$ cat src/rtl/ili9341_pkg.sv
// ---------------------------------------------------------------------------
// ili9341_pkg
//   Shared types and constants for the ILI9341 byte scheduler.
//   - sched_state_t : scheduler FSM states
//   - DC_CMD/DC_DATA: D/C pin levels (0 = command, 1 = data)
//   - BYTE_W/ENTRY_W: payload width and FIFO entry width ({dc, data})
// ---------------------------------------------------------------------------
package ili9341_pkg;

    localparam int   BYTE_W  = 8;
    localparam int   ENTRY_W = BYTE_W + 1;
    localparam logic DC_CMD  = 1'b0;
    localparam logic DC_DATA = 1'b1;

    typedef enum logic [2:0] {
        IDLE,
        SETUP,
        SEND,
        WAIT,
        HOLD
    } sched_state_t;

    // FIFO entries are packed as {dc, data}; the top bit carries the D/C level.
    function automatic logic entry_is_data(input logic [ENTRY_W-1:0] e);
        return e[BYTE_W] == DC_DATA;
    endfunction

endpackage

$ cat src/rtl/spi_byte_fifo.sv
// ---------------------------------------------------------------------------
// spi_byte_fifo
//   Synchronous FIFO holding {dc, data} entries for the byte scheduler.
//   Ports:
//     clk, rst      clock, asynchronous active-high reset (empties the FIFO)
//     push, wr_data write request (ignored when full)
//     pop, rd_data  read request (ignored when empty); rd_data shows the head
//     full, empty   status derived from the registered level
//     level         entries currently stored
//   Pointers wrap modulo DEPTH (power of two); the level is kept in its own
//   counter so full is simply level == DEPTH.
// ---------------------------------------------------------------------------
module spi_byte_fifo
    import ili9341_pkg::*;
#(
    parameter int DEPTH = 16,
    parameter int W     = ENTRY_W,
    parameter int LW    = $clog2(DEPTH + 1)
) (
    input  logic          clk,
    input  logic          rst,
    input  logic          push,
    input  logic [W-1:0]  wr_data,
    input  logic          pop,
    output logic [W-1:0]  rd_data,
    output logic          full,
    output logic          empty,
    output logic [LW-1:0] level
);

    localparam int PW = $clog2(DEPTH);

    logic [W-1:0]  mem_q [DEPTH];
    logic [W-1:0]  mem_d [DEPTH];
    logic [PW-1:0] wr_ptr_q, wr_ptr_d;
    logic [PW-1:0] rd_ptr_q, rd_ptr_d;
    logic [LW-1:0] level_q, level_d;
    logic          do_push, do_pop;

    assign full    = (level_q == LW'(DEPTH));
    assign empty   = (level_q == '0);
    // full is based on the registered level, so a push offered while full is
    // refused even if a pop happens in the same cycle.
    assign do_push = push & ~full;
    assign do_pop  = pop & ~empty;
    assign rd_data = mem_q[rd_ptr_q];
    assign level   = level_q;

    always_comb begin
        mem_d    = mem_q;
        wr_ptr_d = wr_ptr_q;
        rd_ptr_d = rd_ptr_q;
        level_d  = level_q;
        if (do_push) begin
            mem_d[wr_ptr_q] = wr_data;
            wr_ptr_d        = wr_ptr_q + PW'(1);
        end
        if (do_pop) begin
            rd_ptr_d = rd_ptr_q + PW'(1);
        end
        case ({do_push, do_pop})
            2'b10:   level_d = level_q + LW'(1);
            2'b01:   level_d = level_q - LW'(1);
            default: level_d = level_q;
        endcase
    end

    always_ff @(posedge clk or posedge rst) begin
        if (rst) begin
            mem_q    <= '{default: '0};
            wr_ptr_q <= '0;
            rd_ptr_q <= '0;
            level_q  <= '0;
        end else begin
            mem_q    <= mem_d;
            wr_ptr_q <= wr_ptr_d;
            rd_ptr_q <= rd_ptr_d;
            level_q  <= level_d;
        end
    end

endmodule

$ cat src/rtl/ili9341_byte_sched.sv
// ---------------------------------------------------------------------------
// ili9341_byte_sched
//   Buffers command/data bytes for an ILI9341 panel and hands them one at a
//   time to the SPI shift controller, framing each transfer with lcd_cs_n and
//   setup/hold gaps.
//   Ports:
//     clk, rst                 clock, asynchronous active-high reset
//     in_valid/in_ready        upstream handshake (in_ready = FIFO not full)
//     in_data, in_dc           byte and its D/C level (0 = cmd, 1 = data)
//     spi_send                 one-cycle start pulse to the SPI controller
//     spi_done                 one-cycle completion pulse (ignored unless waiting)
//     tx_byte, lcd_dc          byte + D/C, latched at pop, held until next pop
//     lcd_cs_n                 panel chip select, active low
//     busy                     FSM active or bytes pending
//     timeout_err              sticky, set when spi_done never arrives
//     fifo_level               entries buffered
//   Build option: define ILI9341_CS_BURST_EN to keep CS low across back-to-back
//   bytes (HOLD goes straight to SEND when the FIFO has more data). Without it
//   every byte gets its own CS frame.
// ---------------------------------------------------------------------------
module ili9341_byte_sched
    import ili9341_pkg::*;
#(
    parameter int FIFO_DEPTH = 16,
    parameter int CS_SETUP   = 2,
    parameter int CS_HOLD    = 2,
    parameter int TIMEOUT    = 64
) (
    input  logic                              clk,
    input  logic                              rst,
    input  logic                              in_valid,
    output logic                              in_ready,
    input  logic [BYTE_W-1:0]                 in_data,
    input  logic                              in_dc,
    output logic                              spi_send,
    input  logic                              spi_done,
    output logic [BYTE_W-1:0]                 tx_byte,
    output logic                              lcd_dc,
    output logic                              lcd_cs_n,
    output logic                              busy,
    output logic                              timeout_err,
    output logic [$clog2(FIFO_DEPTH+1)-1:0]   fifo_level
);

    // One down-counter serves setup, wait and hold; size it for the largest load.
    localparam int CNT_MAX = (TIMEOUT > CS_SETUP)
                           ? ((TIMEOUT > CS_HOLD) ? TIMEOUT : CS_HOLD)
                           : ((CS_SETUP > CS_HOLD) ? CS_SETUP : CS_HOLD);
    localparam int CW = $clog2(CNT_MAX);

    sched_state_t        state_q, state_d;
    logic [CW-1:0]       cnt_q, cnt_d;
    logic                send_q, send_d;
    logic [BYTE_W-1:0]   tx_byte_q, tx_byte_d;
    logic                lcd_dc_q, lcd_dc_d;
    logic                cs_n_q, cs_n_d;
    logic                timeout_err_q, timeout_err_d;

    logic                fifo_pop, fifo_full, fifo_empty;
    logic [ENTRY_W-1:0]  fifo_rd;

    spi_byte_fifo #(
        .DEPTH (FIFO_DEPTH),
        .W     (ENTRY_W)
    ) u_fifo (
        .clk     (clk),
        .rst     (rst),
        .push    (in_valid),
        .wr_data ({in_dc, in_data}),
        .pop     (fifo_pop),
        .rd_data (fifo_rd),
        .full    (fifo_full),
        .empty   (fifo_empty),
        .level   (fifo_level)
    );

    always_comb begin
        state_d       = state_q;
        // Saturating decrement: the counter parks at zero.
        cnt_d         = (cnt_q != '0) ? cnt_q - CW'(1) : cnt_q;
        send_d        = 1'b0;
        tx_byte_d     = tx_byte_q;
        lcd_dc_d      = lcd_dc_q;
        cs_n_d        = cs_n_q;
        timeout_err_d = timeout_err_q;
        fifo_pop      = 1'b0;
        case (state_q)
            IDLE: begin
                if (!fifo_empty) begin
                    state_d = SETUP;
                    cs_n_d  = 1'b0;
                    cnt_d   = CW'(CS_SETUP - 1);
                end
            end
            SETUP: begin
                if (cnt_q == '0) begin
                    fifo_pop  = 1'b1;
                    tx_byte_d = fifo_rd[BYTE_W-1:0];
                    lcd_dc_d  = entry_is_data(fifo_rd) ? DC_DATA : DC_CMD;
                    send_d    = 1'b1;
                    state_d   = SEND;
                end
            end
            SEND: begin
                state_d = WAIT;
                cnt_d   = CW'(TIMEOUT - 1);
            end
            WAIT: begin
                if (spi_done || cnt_q == '0) begin
                    if (!spi_done) timeout_err_d = 1'b1;
                    state_d = HOLD;
                    cnt_d   = CW'(CS_HOLD - 1);
                end
            end
            HOLD: begin
                if (cnt_q == '0) begin
`ifdef ILI9341_CS_BURST_EN
                    if (!fifo_empty) begin
                        fifo_pop  = 1'b1;
                        tx_byte_d = fifo_rd[BYTE_W-1:0];
                        lcd_dc_d  = entry_is_data(fifo_rd) ? DC_DATA : DC_CMD;
                        send_d    = 1'b1;
                        state_d   = SEND;
                    end else begin
                        cs_n_d  = 1'b1;
                        state_d = IDLE;
                    end
`else
                    cs_n_d  = 1'b1;
                    state_d = IDLE;
`endif
                end
            end
            default: begin
                cs_n_d  = 1'b1;
                state_d = IDLE;
            end
        endcase
    end

    always_ff @(posedge clk or posedge rst) begin
        if (rst) begin
            state_q       <= IDLE;
            cnt_q         <= '0;
            send_q        <= 1'b0;
            tx_byte_q     <= '0;
            lcd_dc_q      <= DC_CMD;
            cs_n_q        <= 1'b1;
            timeout_err_q <= 1'b0;
        end else begin
            state_q       <= state_d;
            cnt_q         <= cnt_d;
            send_q        <= send_d;
            tx_byte_q     <= tx_byte_d;
            lcd_dc_q      <= lcd_dc_d;
            cs_n_q        <= cs_n_d;
            timeout_err_q <= timeout_err_d;
        end
    end

    assign in_ready    = ~fifo_full;
    assign spi_send    = send_q;
    assign tx_byte     = tx_byte_q;
    assign lcd_dc      = lcd_dc_q;
    assign lcd_cs_n    = cs_n_q;
    assign timeout_err = timeout_err_q;
    assign busy        = (state_q != IDLE) | ~fifo_empty;

endmodule

$ cat config.mk
export PLATFORM = sky130hd
export DESIGN_NAME = ili9341_byte_sched
export DESIGN_NICKNAME = d
export VERILOG_FILES = /design/src/rtl/ili9341_pkg.sv /design/src/rtl/spi_byte_fifo.sv /design/src/rtl/ili9341_byte_sched.sv
export SDC_FILE = /design/constraint.sdc
export NUM_CORES = 1
export LEC_CHECK = 0
export ABC_AREA = 1
export ABC_CLOCK_PERIOD_IN_PS = 5680
export CELL_PAD_IN_SITES_DETAIL_PLACEMENT = 1
export CELL_PAD_IN_SITES_GLOBAL_PLACEMENT = 1
export CORE_ASPECT_RATIO = 1.4
export CORE_MARGIN = 1.5
export CORE_UTILIZATION = 49
export DETAILED_ROUTE_END_ITERATION = 7
export DONT_BUFFER_PORTS = 1
export PLACE_DENSITY_LB_ADDON = 0.1
export SETUP_SLACK_MARGIN = 0.5
export SLEW_MARGIN = 20
export SYNTH_ARGS = -nofsm -noshare
export SYNTH_HDL_FRONTEND = slang
export SYNTH_SLANG_ARGS = --single-unit
$ cat constraint.sdc
create_clock -name clk -period 5.68 [get_ports clk]
set_input_delay 0.284 -clock clk [delete_from_list [all_inputs] [get_ports clk]]
set_output_delay 0.284 -clock clk [all_outputs]
set_load 0.01 [all_outputs]
==> reports/results.txt, run 1 <==
status: complete, no violations
drt drc: 0
Clk pwr share: 0.226
initial core utilization: 0.501
Fin. Hold Viols: 0
global route overflow: 0
final net count: 1176
Syn-to-layout area delta: 7.03%
Adder-Cell Fraction of Synth Area: 0.0143
final core utilization: 0.536
Seq pwr share: 0.374
post-synth top area cell: dfrtp_1
XOR/XNOR share of the synthesized area: 0.0127
Sink Count: 178
Hold/Removal Path Class: input pin to flop
FF+latch area: 0.00446 mm^2
Logic pwr share: 0.399
leak pwr: 0.00522 uW
initial antenna violation count: 0
Slew Viols, Final: 0
full die area: 0.0205 mm^2
worst setup margin: 2330 ps
Netlist cell types: 34
Pint: 3340 uW
# rows: 60
Cell Area, Synth: 0.00963 mm^2
router iterations before antenna repair: 4
mux contribution to synthesized area: 0
pre-CTS setup slack: 2340 ps
period utilization: 0.590
Slew @ Worst Pin: 874 ps
I/O Buffers: 0
NetSw: 2340 uW
RR Endpoint: u_fifo.level[4]
H-tree depth: 4
Mapped Cells: 1174
MaxCap Viol Count: 0
Max Root-Sink Buffers: 2
Net Count, Synth: 1198
Synth Register Bits: 178
clock-pin slew on the worst setup and hold paths: 70 ps
PD cells: 552 mW/mm^2
Hold Path Depth: 2
Max IR drop VDD: 0.000281 V
Final ANT Viol Nets: 0
Post-Route WL: 26.6 mm
vias post-DR: 7521
most frequent cell after synthesis: nand2_1
crit path time final: 3350 ps
crit path kind: flop to flop
Total GRT Usage: 0.279
core area: 0.0192 mm^2
worst rel slew slack: 0.416
first-pass GRT wire length: 43.2 mm
Post-synth top cells: nand2_1, dfrtp_1, inv_1
Starting DRT DRC Count: 394
worst path required time: 6060 ps
r2r setup slk: 2330 ps
synth warn: 0
Clock Latency Late Sink: 440 ps
CTS Buf Count: 17
Synth Area in Simple Gates: 0.268
Seq/Total Area, Yosys: 0.463
compound-gate portion of the synthesized area: 0.120
Reg2Reg Launch Point: cnt_q[0]
Multi-input gate area: 0.00400 mm^2
Primary FF master, synth: dfrtp_1
Top-Level Pins: 32
Worst Path Max Fanout: 12
synthesized area per cell: 8.20 um^2
gpl congestion: 0.793
fillcell total: 2370
Clock Skews: 16.4 ps
Die Span Y: 169 um
vias in the first global route: 7887
combinational family with the most area after synthesis: simple AND/OR/NAND/NOR gates
share of the synthesized area in the top cell type: 0.460
CP Capture Point: u_fifo.level[4]
TNS Setup: 0 ps
CTS tree: done
final setup violation count: 0
beginning of the critical path: cnt_q[0]
largest cells by area after synthesis: dfrtp_1, nand2_1, a21oi_2, nand3_1, inv_1
worst r2r path cells: 16
layout cell share with drive strength beyond 1: 0.143
switching share of total power: 0.412
max frequency: 0.298 GHz
clk root buf: clkbuf_16
RSZ-0062 raised after global routing: false
vias per inst: 5.32
Die Wd: 121 um
largest net degree at the start of global routing: 85
critical path arrival: 3730 ps
WL per Instance: 18.8 um
number of synthesized flops with an enable pin: 0
antenna cells: 0
Worst Setup End Kind: flop
post-DP HPWL: 16.3 mm
Critical Path Source Type: flop
Async S/R FF share, synth: 1.00
==> what timing repair did <==
| item | in CTS | in global routing |
|---|---|---|
| hold buffers | 14 | 3 |
| resized for setup | 0 | 0 |
| endpoints found under the hold margin | 108 | 4 |
| setup buffers | 0 | 0 |
==> power by group through the flow <==
stage / Combinational (uW) / Clock, uW / Sequential (uW)
after global placement: 2180 / 0 / 2130
after floorplan: 1810 / 0 / 2060
after global routing: 2580 / 1350 / 2190
final: 2270 / 1290 / 2130
after detailed placement: 2250 / 0 / 2150
after CTS: 2290 / 1300 / 2130
==> worst max-delay path, cell delays in order, from the launching register on <==
cell     delay, ps
dfrtp_1        390
inv_1          130
ha_1           190
nand3_2        190
nor2_1         710
nand2_1        230
inv_2          200
ha_1           270
xor2_1         240
ha_1           190
inv_1           40
nand2_1         90
nand3_1         80
nand2_1         80
xor2_1         150
nand2_1         60
nand2_1         50
==> state kept, by name, summed over array words and instances, names as in the netlist <==
signal and flops:
cnt_q 6, tx_byte 8, u_fifo.wr_ptr_q 4, u_fifo.level 5
u_fifo.rd_ptr_q 4, spi_send 1, lcd_cs_n 1, lcd_dc 1
state_q 3, timeout_err 1, u_fifo.mem_q 144
==> worst min-delay path by stage <==
stage,from,end
after floorplan,spi_done,cnt_q[0]
after global placement,rst,u_fifo.mem_q[106]
after detailed placement,rst,u_fifo.mem_q[106]
after CTS,in_data[7],u_fifo.mem_q[124]
after global routing,in_data[2],u_fifo.mem_q[119]
final,in_dc,u_fifo.mem_q[116]
==> layout make-up <==
class | instances | area share
multi-input combinational | 752 | 0.388
inverter | 180 | 0.0664
sequential | 178 | 0.432
clock buffer | 18 | 0.0426
timing repair buffer | 23 | 0.0209
clock inverter | 14 | 0.0191
tap | 248 | 0.0301
==> routing by layer <==
metal	routed length (um)	vias to the layer above	GRT usage
li1	-	3588	-
met1	11700	3797	0.360
met2	13400	97	0.478
met3	792	39	0.0451
met4	642	0	0.0910
met5	0	-	0
==> cells in the final DEF, fill, tap and decap left out, drive strengths merged <==
| cell | count |
|---|---|
| o21bai | 1 |
| nor3 | 3 |
| nand3b | 1 |
| nand3 | 142 |
| ha | 11 |
| a21oi | 146 |
| a31o | 1 |
| dfstp | 1 |
| o21ai | 10 |
| nand4 | 3 |
| dfrtp | 177 |
| inv | 181 |
| a21o | 1 |
| buf | 6 |
| xor2 | 11 |
| nor2 | 169 |
| nand2 | 248 |
| clkbuf | 18 |
| clkinv | 6 |
| xnor2 | 3 |
| bufinv | 4 |
| dlygate4sd3 | 17 |
| a21boi | 1 |
| o31ai | 1 |
| clkinvlp | 3 |
==> through the flow <==
| stage | hold slack [ps] | total power (uW) | std cells | cell area (um^2) |
|---|---|---|---|---|
| floorplan | 438 | 3870 | 1174 | 9630 |
| global placement | 339 | 4310 | 1364 | 9500 |
| detailed placement | 335 | 4410 | 1364 | 9500 |
| CTS | 0.120 | 5730 | 1410 | 10300 |
| global route | 1.54 | 6120 | 1413 | 10300 |
| finish | 1.35 | 5680 | 1413 | 10300 |
==> cells by family after synthesis <==
family                     after synthesis
and+or+nand+nor                        566
DFF                                    178
AOI/OAI and AO/OA                      161
buffers and inverters                  244
adders and majority gates               11
xor gates and xnor gates                14
No activity file was read; power rests on OpenSTA's default activity.
==> inputs of run 2 (changes only) <==
--- a/config.mk
+++ b/config.mk
@@ -5,8 +5,8 @@
 export SDC_FILE = /design/constraint.sdc
 export NUM_CORES = 1
 export LEC_CHECK = 0
-export ABC_AREA = 1
-export ABC_CLOCK_PERIOD_IN_PS = 5680
+export ABC_AREA = 0
+export ABC_CLOCK_PERIOD_IN_PS = 2900
 export CELL_PAD_IN_SITES_DETAIL_PLACEMENT = 1
 export CELL_PAD_IN_SITES_GLOBAL_PLACEMENT = 1
 export CORE_ASPECT_RATIO = 1.4
==> constraint.sdc (replaced) <==
create_clock -name clk -period 2.9 [get_ports clk]
set_input_delay 0.145 -clock clk [delete_from_list [all_inputs] [get_ports clk]]
set_output_delay 0.145 -clock clk [all_outputs]
set_load 0.01 [all_outputs]
==> reports/results.txt, run 2 <==
status: complete, no violations (unchanged)
global routing met1 resource utilization: 0.297 (was 0.360)
vias post-DR: 4852 (was 7521)
Fin. Hold Viols: 0 (unchanged)
Syn-to-layout area delta: 12.6% (was 7.03%)
gpl congestion: 0.769 (was 0.793)
most common cell after layout, fill and taps aside: dfrtp_1 (was nand2_1)
Clock Skews: 10.9 ps (was 16.4 ps)
most frequent cells in the layout: dfrtp_1, mux2_2, mux4_2 (was nand2_1, dfrtp_1, inv_1)
Post-Route WL: 19.4 mm (was 26.6 mm)
post-DP HPWL: 12.4 mm (was 16.3 mm)
# rows: 56 (was 60)
most frequent cell after synthesis: dfrtp_1 (was nand2_1)
number of synthesized flops with an enable pin: 0 (unchanged)
largest net degree at the start of global routing: 105 (was 85)
most used routing layer in global routing: met2 (unchanged)
vias in the first global route: 5581 (was 7887)
core area: 0.0169 mm^2 (was 0.0192 mm^2)
full die area: 0.0182 mm^2 (was 0.0205 mm^2)
CTS tree: done (unchanged)
Die Wd: 115 um (was 121 um)
Max IR drop VDD: 0.000435 V (was 0.000281 V)
global route overflow: 0 (unchanged)
Post-synth top cells: dfrtp_1, mux2_2, mux4_2 (was nand2_1, dfrtp_1, inv_1)
cell family with most CP delay: simple AND/OR/NAND/NOR gates (unchanged)
router iterations before antenna repair: 4 (unchanged)
H-tree depth: 4 (unchanged)
Die Span Y: 159 um (was 169 um)
largest cells by area after synthesis: dfrtp_1, mux2_2, mux4_2, nand3_4, ha_1 (was dfrtp_1, nand2_1, a21oi_2, nand3_1, inv_1)
Seq/Total Area, Yosys: 0.522 (was 0.463)
final net count: 608 (was 1176)
WL per Instance: 23.4 um (was 18.8 um)
Mapped Cells: 564 (was 1174)
drt drc: 0 (unchanged)
synth warn: 0 (unchanged)
share of the synthesized area in the top cell type: 0.519 (was 0.460)
synthesized area per cell: 15.1 um^2 (was 8.20 um^2)
crit path kind: flop to flop (unchanged)
Netlist cell types: 54 (was 34)
CP cell instances: or4_4 > nor2_4 > nor2_4 > ha_4 > xor2_2 > ha_2 > o21a_1 > o21ai_1 > a32oi_1 > xnor2_1 (was inv_1 > ha_1 > nand3_2 > nor2_1 > nand2_1 > inv_2 > ha_1 > xor2_1 > ha_1 > inv_1 > nand2_1 > nand3_1 > nand2_1 > xor2_1 > nand2_1 > nand2_1)
Total GRT Usage: 0.233 (was 0.279)
clk root buf: clkbuf_16 (unchanged)
clock-pin slew on the worst setup and hold paths: 70 ps (about the same)
Worst Path Max Fanout: 5 (was 12)
TNS Setup: 0 ps (unchanged)
worst rel slew slack: 0.617 (was 0.416)
placed cells: 777 (was 1364)
max incr delay on CP: 570 ps (was 710 ps)
Cell Area, Synth: 0.00853 mm^2 (was 0.00963 mm^2)
max reg flops: 144 (unchanged)
MaxCap Viol Count: 0 (unchanged)
worst path required time: 3200 ps (was 6060 ps)
Primary FF master, synth: dfrtp_1 (unchanged)
layout cell share with drive strength beyond 1: 0.453 (was 0.143)
period utilization: 0.817 (was 0.590)
crit path buf inv count: 0 (was 3)
initial antenna violation count: 1 (was 0)
Starting DRT DRC Count: 214 (was 394)
Sink Count: 178 (unchanged)
post-synth top area cell: dfrtp_1 (unchanged)
Clock Latency Late Sink: 430 ps (was 440 ps)
fin cells: 829 (was 1413)
Hold/Removal Path Class: input pin to flop (unchanged)
RSZ-0062 raised after global routing: true (was false)
PD cells: 1130 mW/mm^2 (was 552 mW/mm^2)
met3 Resource Use GR: 0.0404 (was 0.0451)
initial core utilization: 0.505 (was 0.501)
Max Root-Sink Buffers: 2 (unchanged)
final setup violation count: 0 (unchanged)
max frequency: 0.422 GHz (was 0.298 GHz)
Slew @ Worst Pin: 575 ps (was 874 ps)
most flop-heavy register: u_fifo.mem_q (unchanged)
GR Util met2: 0.397 (was 0.478)
Slowest cell on crit path: or4_4 (was nor2_1)
Final ANT Viol Nets: 0 (unchanged)
first-pass GRT wire length: 31.6 mm (was 43.2 mm)
fillcell total: 1560 (was 2370)
Worst Setup End Kind: flop (unchanged)
leak pwr: 0.00411 uW (was 0.00522 uW)
crit path time final: 2370 ps (was 3350 ps)
I/O Buffers: 0 (unchanged)
Synth Register Bits: 178 (unchanged)
Net Count, Synth: 588 (was 1198)
Crit path top cell by count: nor2_4 (was nand2_1)
vias per inst: 5.85 (was 5.32)
Top-Level Pins: 32 (unchanged)
CTS Buf Count: 17 (unchanged)
critical path arrival: 2670 ps (was 3730 ps)
Async S/R FF share, synth: 1.00 (unchanged)
Critical Path Source Type: flop (unchanged)
Slew Viols, Final: 0 (unchanged)
-- run 2: logic make-up (layout without fill, tap and decap cells) --
group | after synthesis | in the layout | synth area share
multiplexers | 191 | 191 | 0.299
buffers and inverters | 46 | 78 | 0.0306
AND/OR/NAND/NOR | 65 | 65 | 0.0683
XOR/XNOR | 17 | 17 | 0.0174
AO/OA/AOI/OAI | 56 | 56 | 0.0466
other | 0 | 1 | 0
adder cells (fa/ha/maj) | 11 | 11 | 0.0161
flip-flops | 178 | 178 | 0.522
-- run 2: report_power, final --
| part | switching (uW) | internal (uW) | total (uW) | leakage, uW |
|---|---|---|---|---|
| Sequential | 813 | 3650 | 4460 | 0.00219 |
| Clock | 979 | 1340 | 2320 | 0.000287 |
| Combinational | 1820 | 2250 | 4070 | 0.00163 |
-- run 2: worst paths after layout --
| kind | cells past startpoint | end | start | slack (ps) |
|---|---|---|---|---|
| max | 10 | u_fifo.level[4] | u_fifo.level[0] | 530 |
| max reg2reg | 10 | u_fifo.level[4] | u_fifo.level[0] | 530 |
| max in group asynchronous | 3 | u_fifo.mem_q[85] | rst | 2070 |
| min reg2reg | 1 | u_fifo.mem_q[37] | u_fifo.mem_q[37] | 500 |
| min in group asynchronous | 3 | u_fifo.wr_ptr_q[2] | rst | 330 |
| min | 2 | timeout_err | spi_done | 50 |
-- run 2: layer usage --
layer	part of all wire	routed length, um
met5	0	0
met4	0.023	450
met3	0.021	410
met2	0.53	10300
met1	0.43	8260
-- run 2: worst reg2reg max path: stages, from the launching register on --
cell	delay (ps)
dfrtp_1	380
or4_4	570
nor2_4	160
nor2_4	60
ha_4	190
xor2_2	140
ha_2	190
o21a_1	170
o21ai_1	120
a32oi_1	140
xnor2_1	140
-- run 2: layout make-up --
| class | count | area [um^2] | area share |
|---|---|---|---|
| Multi-Input combinational cell | 340 | 3860 | 0.402 |
| Inverter | 10 | 41.3 | 0.00430 |
| Clock inverter | 10 | 124 | 0.0129 |
| Tap cell | 232 | 290 | 0.0302 |
| Antenna cell | 1 | 2.50 | 0.000260 |
| Sequential cell | 178 | 4460 | 0.464 |
| Timing Repair Buffer | 37 | 355 | 0.0370 |
| Clock buffer | 21 | 470 | 0.0490 |
-- run 2: timing repair --
item,4_1_cts,5_1_grt
setup buffers,7,2
hold buffers,11,0
resized for setup,5,5
pin swaps,8,9
setup endpoints to repair,2,21
hold endpoints to repair,323,0
-- run 2: stage by stage --
stage,total power (uW),hold WS (ps),cell area (um^2),utilization,setup slack (ps)
3_5_place_dp,8470,193,8800,0.521,302
6_report,10900,53.5,9610,0.569,530
2_1_floorplan,7490,277,8570,-,316
4_1_cts,10900,31.9,9570,0.567,475
5_1_grt,11500,42.6,9610,0.569,399
3_3_place_gp,8210,183,8800,0.521,455
==> inputs of run 3 (changes only) <==
--- a/config.mk
+++ b/config.mk
@@ -6,12 +6,12 @@
 export NUM_CORES = 1
 export LEC_CHECK = 0
 export ABC_AREA = 0
-export ABC_CLOCK_PERIOD_IN_PS = 2900
+export ABC_CLOCK_PERIOD_IN_PS = 2400
 export CELL_PAD_IN_SITES_DETAIL_PLACEMENT = 1
 export CELL_PAD_IN_SITES_GLOBAL_PLACEMENT = 1
 export CORE_ASPECT_RATIO = 1.4
 export CORE_MARGIN = 1.5
-export CORE_UTILIZATION = 49
+export CORE_UTILIZATION = 50
 export DETAILED_ROUTE_END_ITERATION = 7
 export DONT_BUFFER_PORTS = 1
 export PLACE_DENSITY_LB_ADDON = 0.1
==> constraint.sdc (replaced) <==
create_clock -name clk -period 2.4 [get_ports clk]
set_input_delay 0.12 -clock clk [delete_from_list [all_inputs] [get_ports clk]]
set_output_delay 0.12 -clock clk [all_outputs]
set_load 0.01 [all_outputs]
==> reports/results.txt, run 3 (synthesized netlist as in run 2, its figures left out) <==
vias per inst: 6.50 (was 5.85)
Syn-to-layout area delta: 28.4% (was 12.6%)
vias post-DR: 5491 (was 4852)
total power: 15700 uW (was 10900 uW)
worst path required time: 2720 ps (was 3200 ps)
max reg flops: 144 (unchanged)
layout cell share with drive strength beyond 1: 0.533 (was 0.453)
worst setup margin: -70.8 ps (was 530 ps)
RSZ-0062 raised after global routing: true (unchanged)
Die Span Y: 158 um (was 159 um)
Final ANT Viol Nets: 0 (unchanged)
core area: 0.0167 mm^2 (was 0.0169 mm^2)
crit path kind: flop to flop (unchanged)
most common cell after layout, fill and taps aside: dfrtp_1 (unchanged)
most frequent cells in the layout: dfrtp_1, mux2_4, mux4_2 (was dfrtp_1, mux2_2, mux4_2)
Slew @ Worst Pin: 934 ps (was 575 ps)
most flop-heavy register: u_fifo.mem_q (unchanged)
global route overflow: 0 (unchanged)
Post-Route WL: 27.2 mm (was 19.4 mm)
largest net degree at the start of global routing: 90 (was 105)
Max Root-Sink Buffers: 2 (unchanged)
# rows: 56 (unchanged)
full die area: 0.0179 mm^2 (was 0.0182 mm^2)
antenna cells: 0 (was 1)
worst rel slew slack: 0.377 (was 0.617)
I/O Buffers: 0 (unchanged)
Hold/Removal Path Class: input pin to flop (unchanged)
initial core utilization: 0.510 (was 0.505)
vias in the first global route: 5778 (was 5581)
max frequency: 0.405 GHz (was 0.422 GHz)
Max IR drop VDD: 0.000709 V (was 0.000435 V)
WL per Instance: 32.2 um (was 23.4 um)
leak pwr: 0.00506 uW (was 0.00411 uW)
Worst Path Max Fanout: 5 (unchanged)
crit path time final: 2470 ps (was 2370 ps)
gpl congestion: 0.845 (was 0.769)
Post-Layout Inst Area: 0.0110 mm^2 (was 0.00961 mm^2)
failing checks: setup timing
CTS Buf Count: 17 (unchanged)
PD cells: 1430 mW/mm^2 (was 1130 mW/mm^2)
Die Wd: 113 um (was 115 um)
clk root buf: clkbuf_16 (unchanged)
Clock Latency Late Sink: 440 ps (was 430 ps)
Sink Count: 178 (unchanged)
Starting DRT DRC Count: 325 (was 214)
Fin. Hold Viols: 0 (unchanged)
critical path arrival: 2790 ps (was 2670 ps)
router iterations before antenna repair: 4 (unchanged)
MaxCap Viol Count: 0 (unchanged)
Critical Path Source Type: flop (unchanged)
Top-Level Pins: 32 (unchanged)
CTS tree: done (unchanged)
final setup violation count: 1 (was 0)
Slew Viols, Final: 0 (unchanged)
initial antenna violation count: 0 (was 1)
H-tree depth: 4 (unchanged)
clock-pin slew on the worst setup and hold paths: 70 ps (about the same)
period utilization: 1.03 (was 0.817)
first-pass GRT wire length: 35.8 mm (was 31.6 mm)
final net count: 653 (was 608)
Clock Skews: 7.73 ps (was 10.9 ps)
Worst Setup End Kind: flop (unchanged)
status: finished with violations (was complete, no violations)
Total GRT Usage: 0.281 (was 0.233)
drt drc: 0 (unchanged)
Cell Area, Placed: 0.00883 mm^2 (was 0.00880 mm^2)
post-DP HPWL: 13.4 mm (was 12.4 mm)
[run 3: changes by cell type in the layout (fill, tap and decap cells not counted), sizes merged]
cell	before	now
nand3	15	27
clkbuf	21	25
diode	1	0
bufinv	2	3
clkinv	3	5
inv	12	10
nand4	6	10
buf	26	51
[run 3: metal layers]
layer | GRT usage | vias up | wire, um | share of wire
met1 | 0.326 | 3013 | 10500 | 0.39
met3 | 0.0536 | 60 | 917 | 0.034
li1 | - | 2279 | - | -
met2 | 0.505 | 139 | 14600 | 0.54
met4 | 0.125 | 0 | 1180 | 0.043
met5 | 0 | - | 0 | 0
[run 3: final timing paths]
check	depth (start not counted)	startpoint	end	slack [ps]
worst min-delay path	2	spi_done	timeout_err	20
min in group asynchronous	2	rst	u_fifo.level[3]	60
worst max register to register	10	u_fifo.level[3]	u_fifo.level[2]	-70
worst max-delay path	10	u_fifo.level[3]	u_fifo.level[2]	-70
worst min register to register	1	u_fifo.mem_q[54]	u_fifo.mem_q[54]	510
max in group asynchronous	3	rst	u_fifo.rd_ptr_q[3]	1630
[run 3: through the flow]
stage               utilization  instances  worst slack [ps]  hold WS, ps  TNS, ps
finish                    0.655        845             -70.8         23.8    -70.8
global route              0.655        845              -139         11.0     -192
CTS                       0.606        826              61.0        0.308        0
detailed placement        0.528        757             -48.0         -101    -48.0
global placement          0.528        757              26.1         -102        0
floorplan                     -        564              -184          252     -339
[run 3: cell type report]
class                      instances  area (um^2)
sequential                       178         4460
clock inverter                    11          153
inverter                          10         41.3
multi-input combinational        356         4810
timing repair buffer              66          771
fill                            1454         5790
tap                              203          254
clock buffer                      21          470
[run 3: power by group]
group / total [uW] / internal (uW) / switching [uW] / leakage (uW)
registers: 5650 / 4420 / 1240 / 0.00220
clock network: 2950 / 1730 / 1220 / 0.000301
logic: 7090 / 3910 / 3180 / 0.00256
total: 15700 / 10100 / 5630 / 0.00506
[run 3: what timing repair did]
| item | in CTS | in global routing |
|---|---|---|
| hold buffers | 11 | 0 |
| hold endpoints to repair | 322 | 0 |
| resized for setup | 57 | 155 |
| pin swaps | 13 | 10 |
| gates cloned | 18 | 4 |
| setup buffers | 8 | 15 |
| setup endpoints to repair | 158 | 165 |
[run 3: critical path, cell delays in order, from the launching register on]
cell	delay, ps
dfrtp_1	390
or4_4	570
nor2_4	140
nor2_4	50
ha_4	180
xor2_2	140
ha_2	200
a21oi_1	200
xor2_1	240
nor2_1	90
xor2_1	140
